<file path="config.mk">
export PLATFORM = sky130hd
export DESIGN_NAME = shifter_operand_fetch
export DESIGN_NICKNAME = d
export VERILOG_FILES = /design/src/rtl/shifter_operand_fetch_pkg.sv /design/src/rtl/shifter_operand_fetch.sv
export SDC_FILE = /design/constraint.sdc
export NUM_CORES = 1
export LEC_CHECK = 0
export CORE_MARGIN = 5
export CORE_UTILIZATION = 47
export DETAILED_ROUTE_END_ITERATION = 10
export GPL_TIMING_DRIVEN = 0
export PLACE_DENSITY = 0.78
export SYNTH_ARGS = -nofsm -noshare
export SYNTH_HDL_FRONTEND = slang
export SYNTH_SLANG_ARGS = --single-unit
</file>
<file path="constraint.sdc">
create_clock -name clk -period 2.9 [get_ports clk]
set_input_delay 0.58 -clock clk [delete_from_list [all_inputs] [get_ports clk]]
set_output_delay 0.58 -clock clk [all_outputs]
set_load 0.02 [all_outputs]
</file>
<file path="src/rtl/shifter_operand_fetch_pkg.sv">
// Shared definitions for the shifter operand fetch stage and the barrel shifter.
// Latency: n/a (constants, types and field positions only).
// Backpressure: n/a.
//
// Contents:
//   - shift type codes and the shifter op encoding {shift_type, reg_shift}
//   - fetch FSM state codes
//   - bit positions of the data-processing shifter_operand fields
//   - default PC read-ahead offsets
package shifter_operand_fetch_pkg;

  // Shift types as they appear in instr[6:5].
  localparam logic [1:0] SHT_LSL = 2'b00;
  localparam logic [1:0] SHT_LSR = 2'b01;
  localparam logic [1:0] SHT_ASR = 2'b10;
  localparam logic [1:0] SHT_ROR = 2'b11;

  // Shifter op = {shift_type, reg_shift}.
  localparam logic [2:0] SHOP_PASS    = {SHT_LSL, 1'b0};  // LSL #0: value and carry pass through
  localparam logic [2:0] SHOP_ROR_IMM = {SHT_ROR, 1'b0};  // rotated 8-bit immediate

  // Fetch FSM states.
  localparam logic [1:0] ST_IDLE  = 2'd0;
  localparam logic [1:0] ST_RD_RM = 2'd1;
  localparam logic [1:0] ST_RD_RS = 2'd2;
  localparam logic [1:0] ST_OUT   = 2'd3;

  // Instruction field positions.
  localparam int F_I        = 25;
  localparam int F_ROT_HI   = 11;
  localparam int F_ROT_LO   = 8;
  localparam int F_IMM8_HI  = 7;
  localparam int F_IMM8_LO  = 0;
  localparam int F_SHAMT_HI = 11;
  localparam int F_SHAMT_LO = 7;
  localparam int F_TYPE_HI  = 6;
  localparam int F_TYPE_LO  = 5;
  localparam int F_RSH      = 4;
  localparam int F_RS_HI    = 11;
  localparam int F_RS_LO    = 8;
  localparam int F_RM_HI    = 3;
  localparam int F_RM_LO    = 0;

  // Register number of the PC.
  localparam logic [3:0] REG_PC = 4'd15;

  // Default PC read-ahead: the PC reads as this much beyond the instruction address.
  localparam logic [31:0] DEF_PC_AHEAD_IMM = 32'd8;
  localparam logic [31:0] DEF_PC_AHEAD_REG = 32'd12;

  // Zero-extend the 8-bit immediate of an I=1 instruction.
  function automatic logic [31:0] imm8_zext(input logic [31:0] instr);
    return {24'b0, instr[F_IMM8_HI:F_IMM8_LO]};
  endfunction

endpackage

</file>
<file path="src/rtl/shifter_operand_fetch.sv">
// Decodes a data-processing shifter_operand, reads Rm/Rs over one shared RF port, registers shifter operands.
// Latency: 1 cycle immediate form, 2 cycles immediate shift, 3 cycles register shift (accept to out_valid).
// Backpressure: holds all sh_* stable in OUT until out_ready; in_ready drops while busy or on flush.
//
// Ports:
//   clk, rst_n          clock, asynchronous active-low reset
//   flush               synchronous kill of the in-flight operation
//   in_valid/in_ready   instruction handshake; in_instr, in_pc, in_cflag sampled on acceptance
//   rf_addr/rf_rdata    shared register file read port (combinational read data)
//   out_valid/out_ready operand handshake to the barrel shifter
//   sh_op, sh_in, sh_cin, sh_imm, sh_reg   registered shifter operands
module shifter_operand_fetch
  import shifter_operand_fetch_pkg::*;
#(
  parameter logic [31:0] PC_AHEAD_IMM = DEF_PC_AHEAD_IMM,
  parameter logic [31:0] PC_AHEAD_REG = DEF_PC_AHEAD_REG
) (
  input  logic        clk,
  input  logic        rst_n,
  input  logic        flush,
  input  logic        in_valid,
  output logic        in_ready,
  input  logic [31:0] in_instr,
  input  logic [31:0] in_pc,
  input  logic        in_cflag,
  output logic [3:0]  rf_addr,
  input  logic [31:0] rf_rdata,
  output logic        out_valid,
  input  logic        out_ready,
  output logic [2:0]  sh_op,
  output logic [31:0] sh_in,
  output logic        sh_cin,
  output logic [4:0]  sh_imm,
  output logic [7:0]  sh_reg
);

  // ---------------------------------------------------------------------------
  // State
  // ---------------------------------------------------------------------------
  logic [1:0]  r_state;
  logic [3:0]  r_rm;
  logic [3:0]  r_rs;
  logic        r_rsh;
  logic [31:0] r_pc;

  logic        r_out_valid;
  logic [2:0]  r_sh_op;
  logic [31:0] r_sh_in;
  logic        r_sh_cin;
  logic [4:0]  r_sh_imm;
  logic [7:0]  r_sh_reg;
  logic [3:0]  r_rf_addr;

  // ---------------------------------------------------------------------------
  // Decode of the offered instruction
  // ---------------------------------------------------------------------------
  logic        w_accept;
  logic [3:0]  w_rot;
  logic [2:0]  w_dec_op;
  logic [4:0]  w_dec_imm;
  logic [31:0] w_dec_in;
  logic [1:0]  w_dec_next;
  logic [3:0]  w_dec_addr;

  assign w_rot = in_instr[F_ROT_HI:F_ROT_LO];

  always_comb begin
    w_dec_op   = SHOP_PASS;
    w_dec_imm  = 5'd0;
    w_dec_in   = imm8_zext(in_instr);
    w_dec_next = ST_OUT;
    w_dec_addr = r_rf_addr;
    if (in_instr[F_I]) begin
      // A zero rotation must be encoded as LSL #0, not ROR #0: the shifter
      // reads ROR #0 as RRX, and a plain immediate leaves the carry untouched.
      if (w_rot != 4'd0) begin
        w_dec_op  = SHOP_ROR_IMM;
        w_dec_imm = {w_rot, 1'b0};
      end
    end else begin
      w_dec_op   = {in_instr[F_TYPE_HI:F_TYPE_LO], in_instr[F_RSH]};
      w_dec_imm  = in_instr[F_RSH] ? 5'd0 : in_instr[F_SHAMT_HI:F_SHAMT_LO];
      w_dec_next = ST_RD_RM;
      // Presenting Rm's address at acceptance lets RD_RM read in its own cycle.
      w_dec_addr = in_instr[F_RM_HI:F_RM_LO];
    end
  end

  // Bits outside the shifter_operand/I fields do not affect this stage.
  logic w_unused_bits;
  assign w_unused_bits = ^{in_instr[31:26], in_instr[24:12]};

  // ---------------------------------------------------------------------------
  // Register read values with PC substitution (PC arithmetic wraps mod 2^32)
  // ---------------------------------------------------------------------------
  logic [31:0] w_pc_off;
  logic [31:0] w_pc_reg;
  logic [31:0] w_rm_val;
  logic [7:0]  w_rs_val;

  assign w_pc_off = r_rsh ? PC_AHEAD_REG : PC_AHEAD_IMM;
  assign w_pc_reg = r_pc + PC_AHEAD_REG;
  assign w_rm_val = (r_rm == REG_PC) ? (r_pc + w_pc_off) : rf_rdata;
  assign w_rs_val = (r_rs == REG_PC) ? w_pc_reg[7:0] : rf_rdata[7:0];

  // ---------------------------------------------------------------------------
  // Handshake
  // ---------------------------------------------------------------------------
  assign in_ready = !flush && ((r_state == ST_IDLE) || ((r_state == ST_OUT) && out_ready));
  assign w_accept = in_valid && in_ready;

  // ---------------------------------------------------------------------------
  // FSM and output registers
  // ---------------------------------------------------------------------------
  always_ff @(posedge clk or negedge rst_n) begin
    if (!rst_n) begin
      r_state     <= ST_IDLE;
      r_rm        <= 4'd0;
      r_rs        <= 4'd0;
      r_rsh       <= 1'b0;
      r_pc        <= 32'd0;
      r_out_valid <= 1'b0;
      r_sh_op     <= 3'd0;
      r_sh_in     <= 32'd0;
      r_sh_cin    <= 1'b0;
      r_sh_imm    <= 5'd0;
      r_sh_reg    <= 8'd0;
      r_rf_addr   <= 4'd0;
    end else if (flush) begin
      // Kill only the control path; data registers keep their values and are
      // meaningless until the next acceptance raises out_valid again.
      r_state     <= ST_IDLE;
      r_out_valid <= 1'b0;
    end else begin
      case (r_state)
        ST_IDLE, ST_OUT: begin
          if (w_accept) begin
            r_rm        <= in_instr[F_RM_HI:F_RM_LO];
            r_rs        <= in_instr[F_RS_HI:F_RS_LO];
            r_rsh       <= !in_instr[F_I] && in_instr[F_RSH];
            r_pc        <= in_pc;
            r_sh_op     <= w_dec_op;
            r_sh_imm    <= w_dec_imm;
            r_sh_in     <= w_dec_in;
            r_sh_cin    <= in_cflag;
            r_rf_addr   <= w_dec_addr;
            r_state     <= w_dec_next;
            r_out_valid <= (w_dec_next == ST_OUT);
          end else if ((r_state == ST_OUT) && out_ready) begin
            r_state     <= ST_IDLE;
            r_out_valid <= 1'b0;
          end
        end
        ST_RD_RM: begin
          r_sh_in <= w_rm_val;
          if (r_rsh) begin
            r_rf_addr <= r_rs;
            r_state   <= ST_RD_RS;
          end else begin
            r_state     <= ST_OUT;
            r_out_valid <= 1'b1;
          end
        end
        ST_RD_RS: begin
          r_sh_reg    <= w_rs_val;
          r_state     <= ST_OUT;
          r_out_valid <= 1'b1;
        end
        default: begin
          r_state     <= ST_IDLE;
          r_out_valid <= 1'b0;
        end
      endcase
    end
  end

  assign out_valid = r_out_valid;
  assign sh_op     = r_sh_op;
  assign sh_in     = r_sh_in;
  assign sh_cin    = r_sh_cin;
  assign sh_imm    = r_sh_imm;
  assign sh_reg    = r_sh_reg;
  assign rf_addr   = r_rf_addr;

endmodule

</file>
==> reports/qor.txt, run 1 <==
Worst Setup Slack post-DPL: 234 ps
Average routed wire per standard cell: 17.7 um
Total CTS buffers: 9
Post-Syn Area: 0.00504 mm2
Peak VDD IR: 436 uV
# hold bufs at CTS: 0
HP Class: in2async
Total vias in the final route: 4,883
CTS Root Cell: clkbuf_8
CTS tree: yes
Critical path type: reg2out
Critical path, cell by cell: inv_1 -> ha_1 -> a21oi_2 -> nor2_1 -> clkdlybuf4s50_1
GR peak layer: met2
Fin crit share: 87.4%
Post-CTS Repair Setup Buffers: 0
Die Wd: 114 um
Asr flop ratio synth: 100%
Distinct cell type count after synthesis: 57
Crit path max fanout: 4
Tmin final: 2540 ps
Register area share after synthesis: 47.7%
Initial core utilization: 48.4%
Final hold slack: 150 ps
# setup viols final: 0
Layout cell share with drive strength beyond 1: 7.36%
Synth Register Bits: 96
Gpl congestion: 0.910
Area Growth Syn to Fin: 35.4%
Max-Cap Viols: 0
CP Data Required Time: 2320 ps
Post-route ant nets: 0
WL final: 15,400 um
# H-tree levels: 3
CP arrival: 1960 ps
Sink Count: 96
Initial antenna violation count: 0
Die height: 114 um
Hpwl dp: 11,700 um
Final worst slack: 364 ps
Unrepaired setup endpoints after global routing: no
Max-slew violations: 0
Synthesized area per cell: 8.68 um2
DRC Markers: 0
Reg clk slew, reported paths: 100 ps
Actual slew at the worst max-slew pin: 749 ps
Vias per cell: 5.61
# rows: 37
# IOs: 157
Drt pass-1 iters: 4
Port Buffers: 136
Multiplexer area fraction after synthesis: 2.16%
Clock Skew: 15.2 ps
Via count of the first global-routing pass: 4,845
Met2 Usage GRT: 40.5%
Layout Utilization: 65.5%
Crit path launch type: register
Worst-case clock buffer depth: 2
Relative slew slack: 49.9%
Adder-Cell Fraction of Synth Area: 1.74%
M1 GR Usage: 32.2%
Main combinational cell family by area after synthesis: simple AND/OR/NAND/NOR gates
Leak: 3.00 nW
Syn_nets: 690
Number of enable flip-flop cells after synthesis: 0
Total power: 6.16 mW
Synth Instances: 581
Resize count post-CTS: 0
Count of final hold-check violations: 0
CP max-delay cell: clkdlybuf4s50_1
Status: completed
ANT cells: 0
Synth warnings: 0
Largest net degree at the start of global routing: 64
Initial DRC Count: 319
Post-synthesis simple-gate area fraction: 26.1%
Max Clk Rate: 394 MHz
Pwr Density: 902 mW/mm2
Clock latency on the worst-skew pair: 370 ps
Worst path max stage delay: 550 ps
Met3 GRT Util: 3.55%
Worst Setup End Kind: output pin
GRT overflow: 0
Die area: 0.0129 mm2
Most used DFF post-synth: dfrtp_1
Compound-gate portion of the synthesized area: 14.0%
Core area: 0.0104 mm2
Nets: 838
First-pass GRT wire length: 24,900 um
Post-Synth XOR/XNOR Area: 4.34%
Gr usage total: 24.0%
-- cell families (layout without fill, tap and decap cells) --
kind of cell	Yosys count	in the layout
AOI/OAI and AO/OA	114	114
xor gates and xnor gates	25	25
buffers and inverters	46	199
and+or+nand+nor	283	283
muxes	10	10
DFF	96	96
adders and majority gates	7	7
-- synth_stat cells, types with 2 or more instances --
library cell	n	area (um2)
and2_1	4	25.0
a31oi_1	4	25.0
o211ai_1	12	90.1
mux2i_1	6	60.1
ha_1	7	87.6
o211ai_2	3	37.5
a211oi_1	2	15.0
buf_2	11	55.1
nand3b_1	2	15.0
nand4_1	16	100
and3_1	5	31.3
nor4_1	2	12.5
o31ai_1	2	15.0
inv_1	8	30.0
nand2_1	162	608
mux2_2	3	33.8
xor2_1	22	193
o21ai_1	3	15.0
o21ai_0	43	215
nor2_1	25	93.8
a31o_2	4	35.0
nand3_1	46	230
dfrtp_1	96	2400
a21oi_1	27	135
nand2b_1	4	25.0
and4_1	3	26.3
xnor2_1	3	26.3
nor3_1	4	20.0
buf_4	4	30.0
clkbuf_1	21	78.8
-- power breakdown --
part           total, mW  switching (mW)  internal [mW]  leakage [nW]
sequential          2.38           0.480           1.90          1.22
clock               1.02           0.503          0.513         0.113
combinational       2.76            1.54           1.22          1.67
total               6.16            2.52           3.63          3.00
-- per-stage QoR --
stage	TNS (ps)	cells	instance area [um2]
finish	0	870	6830
global route	0	870	6830
CTS	0	870	6830
detailed placement	0	854	6600
global placement	-209830	853	6570
floorplan	0	581	5040
-- worst max-delay path: cells and delay by family, from the launching register on --
kind                       cells  cell delay [ps]
AOI/OAI and AO/OA              1              230
buffers and inverters          2              630
and+or+nand+nor                1               70
DFF                            1              410
adders and majority gates      1              250
-- worst paths after layout --
check / start / to / slack, ps / cells past startpoint
max in group asynchronous: rst_n / sh_in[18] / 2070 / 2
min reg2reg: sh_in[2] / sh_in[2] / 490 / 2
min: rst_n / sh_cin / 150 / 1
max reg2reg: r_state[0] / sh_in[23] / 430 / 9
max: r_state[0] / in_ready / 360 / 5
min in group clk: sh_in[2] / sh_in[2] / 490 / 2
-- cell usage in the layout, fill, tap and decap left out, types with 2 or more instances in the layout --
master           count
and2_1               4
mux2_2               3
nand3b_1             2
a31oi_1              4
o211ai_1            12
and4_1               3
o21ai_1              3
a211oi_1             2
o21ai_0             43
nand2b_1             4
o31ai_1              2
and3_1               5
a21oi_1             27
clkbuf_8            10
ha_1                 7
nand3_1             46
inv_1                8
nand4_1             16
buf_2               11
nor3_1               4
nor2_1              25
clkdlybuf4s50_1    135
xor2_1              22
clkbuf_1            21
nand2_1            162
xnor2_1              3
buf_4                5
nor4_1               2
a31o_2               4
bufinv_16            2
mux2i_1              6
dfrtp_1             96
o211ai_2             3
-- metal layers --
metal | vias to the layer above | routed length [um]
met5 | - | 0
met4 | 0 | 277
met3 | 26 | 1040
met2 | 215 | 7500
met1 | 2349 | 6570
li1 | 2293 | -
-- area by class of cell --
cell class,instances,area [um2]
fill,864,3590
multi-input combinational,439,2440
buffer,38,173
sequential,96,2400
tap,136,170
clock buffer,10,138
clock inverter,6,90.1
timing repair buffer,137,1390
inverter,8,30.0
No activity file was read; power rests on OpenSTA's default activity.
==> run 2, diff against run 1 <==
ABC_AREA = 1   (was not set)
CORE_UTILIZATION = 48   (was 47)
CTS_BUF_LIST = sky130_fd_sc_hd__clkbuf_16   (was not set)
==> run 2 against run 1 <==
  * Hold slack gained 95 ps
  * Sequential cell count is the same
  * Largest power group unchanged
  * Synthesized area grew 5.9%
  * Clock power grew 20%
  * Via count grew 13%
  * Final cell count grew 20%
  * Global-route usage grew 4.7 points
  * Utilization grew 0.63 points
  * Count of clock-buffer cells in the layout shrank 1
  * Register-to-register slack gained 490 ps
  * Sequential share of layout area shrank 1.8 points
==> reports/qor.txt, run 2 <==
Status: completed
Initial core utilization: 49.0%
Layout Utilization: 66.2%
Hpwl dp: 14,500 um
# H-tree levels: 3
Resize count post-CTS: 0
Average routed wire per standard cell: 17.6 um
Worst Setup End Kind: output pin
Post-Syn Area: 0.00534 mm2
Total CTS buffers: 9
Synthesized area per cell: 7.11 um2
Critical path, cell by cell: clkdlybuf4s50_1 -> a21oi_4 -> clkdlybuf4s50_1
GR peak layer: met2
Number of enable flip-flop cells after synthesis: 0
Adder-Cell Fraction of Synth Area: 1.64%
Critical path type: in2out
Port Buffers: 137
Max Clk Rate: 390 MHz
Total vias in the final route: 5,504
# rows: 38
Post-CTS Repair Setup Buffers: 0
Synth Register Bits: 96
Peak VDD IR: 915 uV
Synth Instances: 751
Main combinational cell family by area after synthesis: simple AND/OR/NAND/NOR gates
Met2 Usage GRT: 49.0%
CP Data Required Time: 2320 ps
Post-synthesis simple-gate area fraction: 33.7%
Distinct cell type count after synthesis: 29
Worst-case clock buffer depth: 2
Synth top area share: 45.0%
Via count of the first global-routing pass: 5,709
Die height: 115 um
Pwr Density: 960 mW/mm2
Post-Synth XOR/XNOR Area: 0.657%
Tmin final: 2570 ps
Post-synth top area cell: dfrtp_1
Layout cell share with drive strength beyond 1: 6.41%
First-pass GRT wire length: 29,300 um
Syn_nets: 860
Asr flop ratio synth: 100%
M1 GR Usage: 35.1%
Most frequent cells in the layout: nand2_1 (274), clkdlybuf4s50_1 (136), nor2_1 (102)
WL final: 18,400 um
Clock Skew: 10.2 ps
Multiplexer area fraction after synthesis: 0%
Count of final hold-check violations: 0
Die Wd: 115 um
Synth top cells by count: nand2_1 (274), nor2_1 (102), dfrtp_1 (96)
Nets: 1,009
Register area share after synthesis: 45.0%
Synth warnings: 0
CP arrival: 1990 ps
GRT overflow: 0
Most used DFF post-synth: dfrtp_1
Worst path max stage delay: 630 ps
Gpl congestion: 0.955
Sink Count: 96
Leak: 3.28 nW
Max-slew violations: 0
CTS Root Cell: clkbuf_16
CP Buf/Inv Count: 2
Crit path max fanout: 6
Relative slew slack: 49.5%
DP Area: 0.00691 mm2
Drt pass-1 iters: 5
Top-count cell post-synth: nand2_1
Commonest non-fill, non-tap cell in the layout: nand2_1
DRC Markers: 0
CTS tree: yes
Vias per cell: 5.27
Max-Cap Viols: 0
Initial DRC Count: 392
# setup viols final: 0
# hold bufs at CTS: 0
Unrepaired setup endpoints after global routing: no
Fin area: 0.00720 mm2
Initial antenna violation count: 0
Post-route ant nets: 0
Compound-gate portion of the synthesized area: 11.3%
FF+latch area: 0.00240 mm2
Crit-path most repeated cell: clkdlybuf4s50_1
CP max-delay cell: clkdlybuf4s50_1
Met3 GRT Util: 5.07%
Area Growth Syn to Fin: 35.0%
Crit path launch type: primary input
HP Class: in2async
Core area: 0.0109 mm2
Clock latency on the worst-skew pair: 360 ps
ANT cells: 0
Synth area leaders: dfrtp_1 (45%), nand2_1 (19%), o21ai_0 (8.1%)
Die area: 0.0133 mm2
Largest net degree at the start of global routing: 50
# IOs: 157
Fin crit share: 88.5%
Family with the most delay on the worst path: buffers and inverters
Gr usage total: 28.7%
Multi-input logic area: 0.00252 mm2
Actual slew at the worst max-slew pin: 749 ps
Filler cell count in the final layout: 956
Reg clk slew, reported paths: 70 ps
## run 2: final cells by class
| cell class | instances | area share, % |
|---|---|---|
| Inverter | 59 | 3.07 |
| Clock inverter | 7 | 0.973 |
| Clock buffer | 9 | 3.13 |
| Tap cell | 140 | 2.43 |
| Buffer | 29 | 2.61 |
| Timing Repair Buffer | 138 | 19.4 |
| Multi-Input combinational cell | 567 | 35.1 |
| Sequential cell | 96 | 33.4 |
## run 2: kinds of logic (layout without fill, tap and decap cells)
logic type	Yosys count	after routing
flip-flops	96	96
AO/OA/AOI/OAI	116	116
AND/OR/NAND/NOR	440	440
buffers and inverters	88	242
adder cells (fa/ha/maj)	7	7
XOR/XNOR	4	4
## run 2: final timing paths
path	slack, ps	startpoint	endpoint	cells after the start
max	330	flush	in_ready	3
min	250	rst_n	r_pc[25]	1
max reg2reg	920	r_rsh	sh_in[30]	11
min reg2reg	480	sh_in[0]	sh_in[0]	2
max in group asynchronous	1990	rst_n	r_rs[1]	2
min in group clk	480	sh_in[0]	sh_in[0]	2
## run 2: power by group
part | switching [mW] | leakage, nW | total, mW | internal [mW]
Combinational | 1.94 | 1.93 | 3.26 | 1.33
Sequential | 0.476 | 1.21 | 2.43 | 1.96
Clock | 0.551 | 0.146 | 1.22 | 0.669
Total | 2.96 | 3.28 | 6.92 | 3.96
## run 2: worst register-to-register path, cell delays in order, from the launching register on
cell	delay [ps]
dfrtp_1	410
ha_1	180
inv_1	60
ha_1	250
nor2_4	220
inv_1	110
nor2_1	260
nand2_1	90
nand2_1	60
nand3_1	120
nand2_1	90
nand2_1	50
## run 2: per-stage QoR
step	worst slack, ps	cells	TNS [ps]	hold WS, ps	power [mW]
2_1_floorplan	1240	751	0	284	4.25
3_3_place_gp	-2220	1028	-212150	465	5.62
3_5_place_dp	338	1029	0	465	5.69
4_1_cts	327	1045	0	270	6.93
5_1_grt	264	1045	0	309	7.38
6_report	335	1045	0	245	6.92
## run 2: metal layers
metal / vias to the layer above / part of all wire (%)
li1: 2680 / -
met1: 2523 / 40
met2: 250 / 48
met3: 51 / 7.7
met4: 0 / 3.8
met5: - / 0
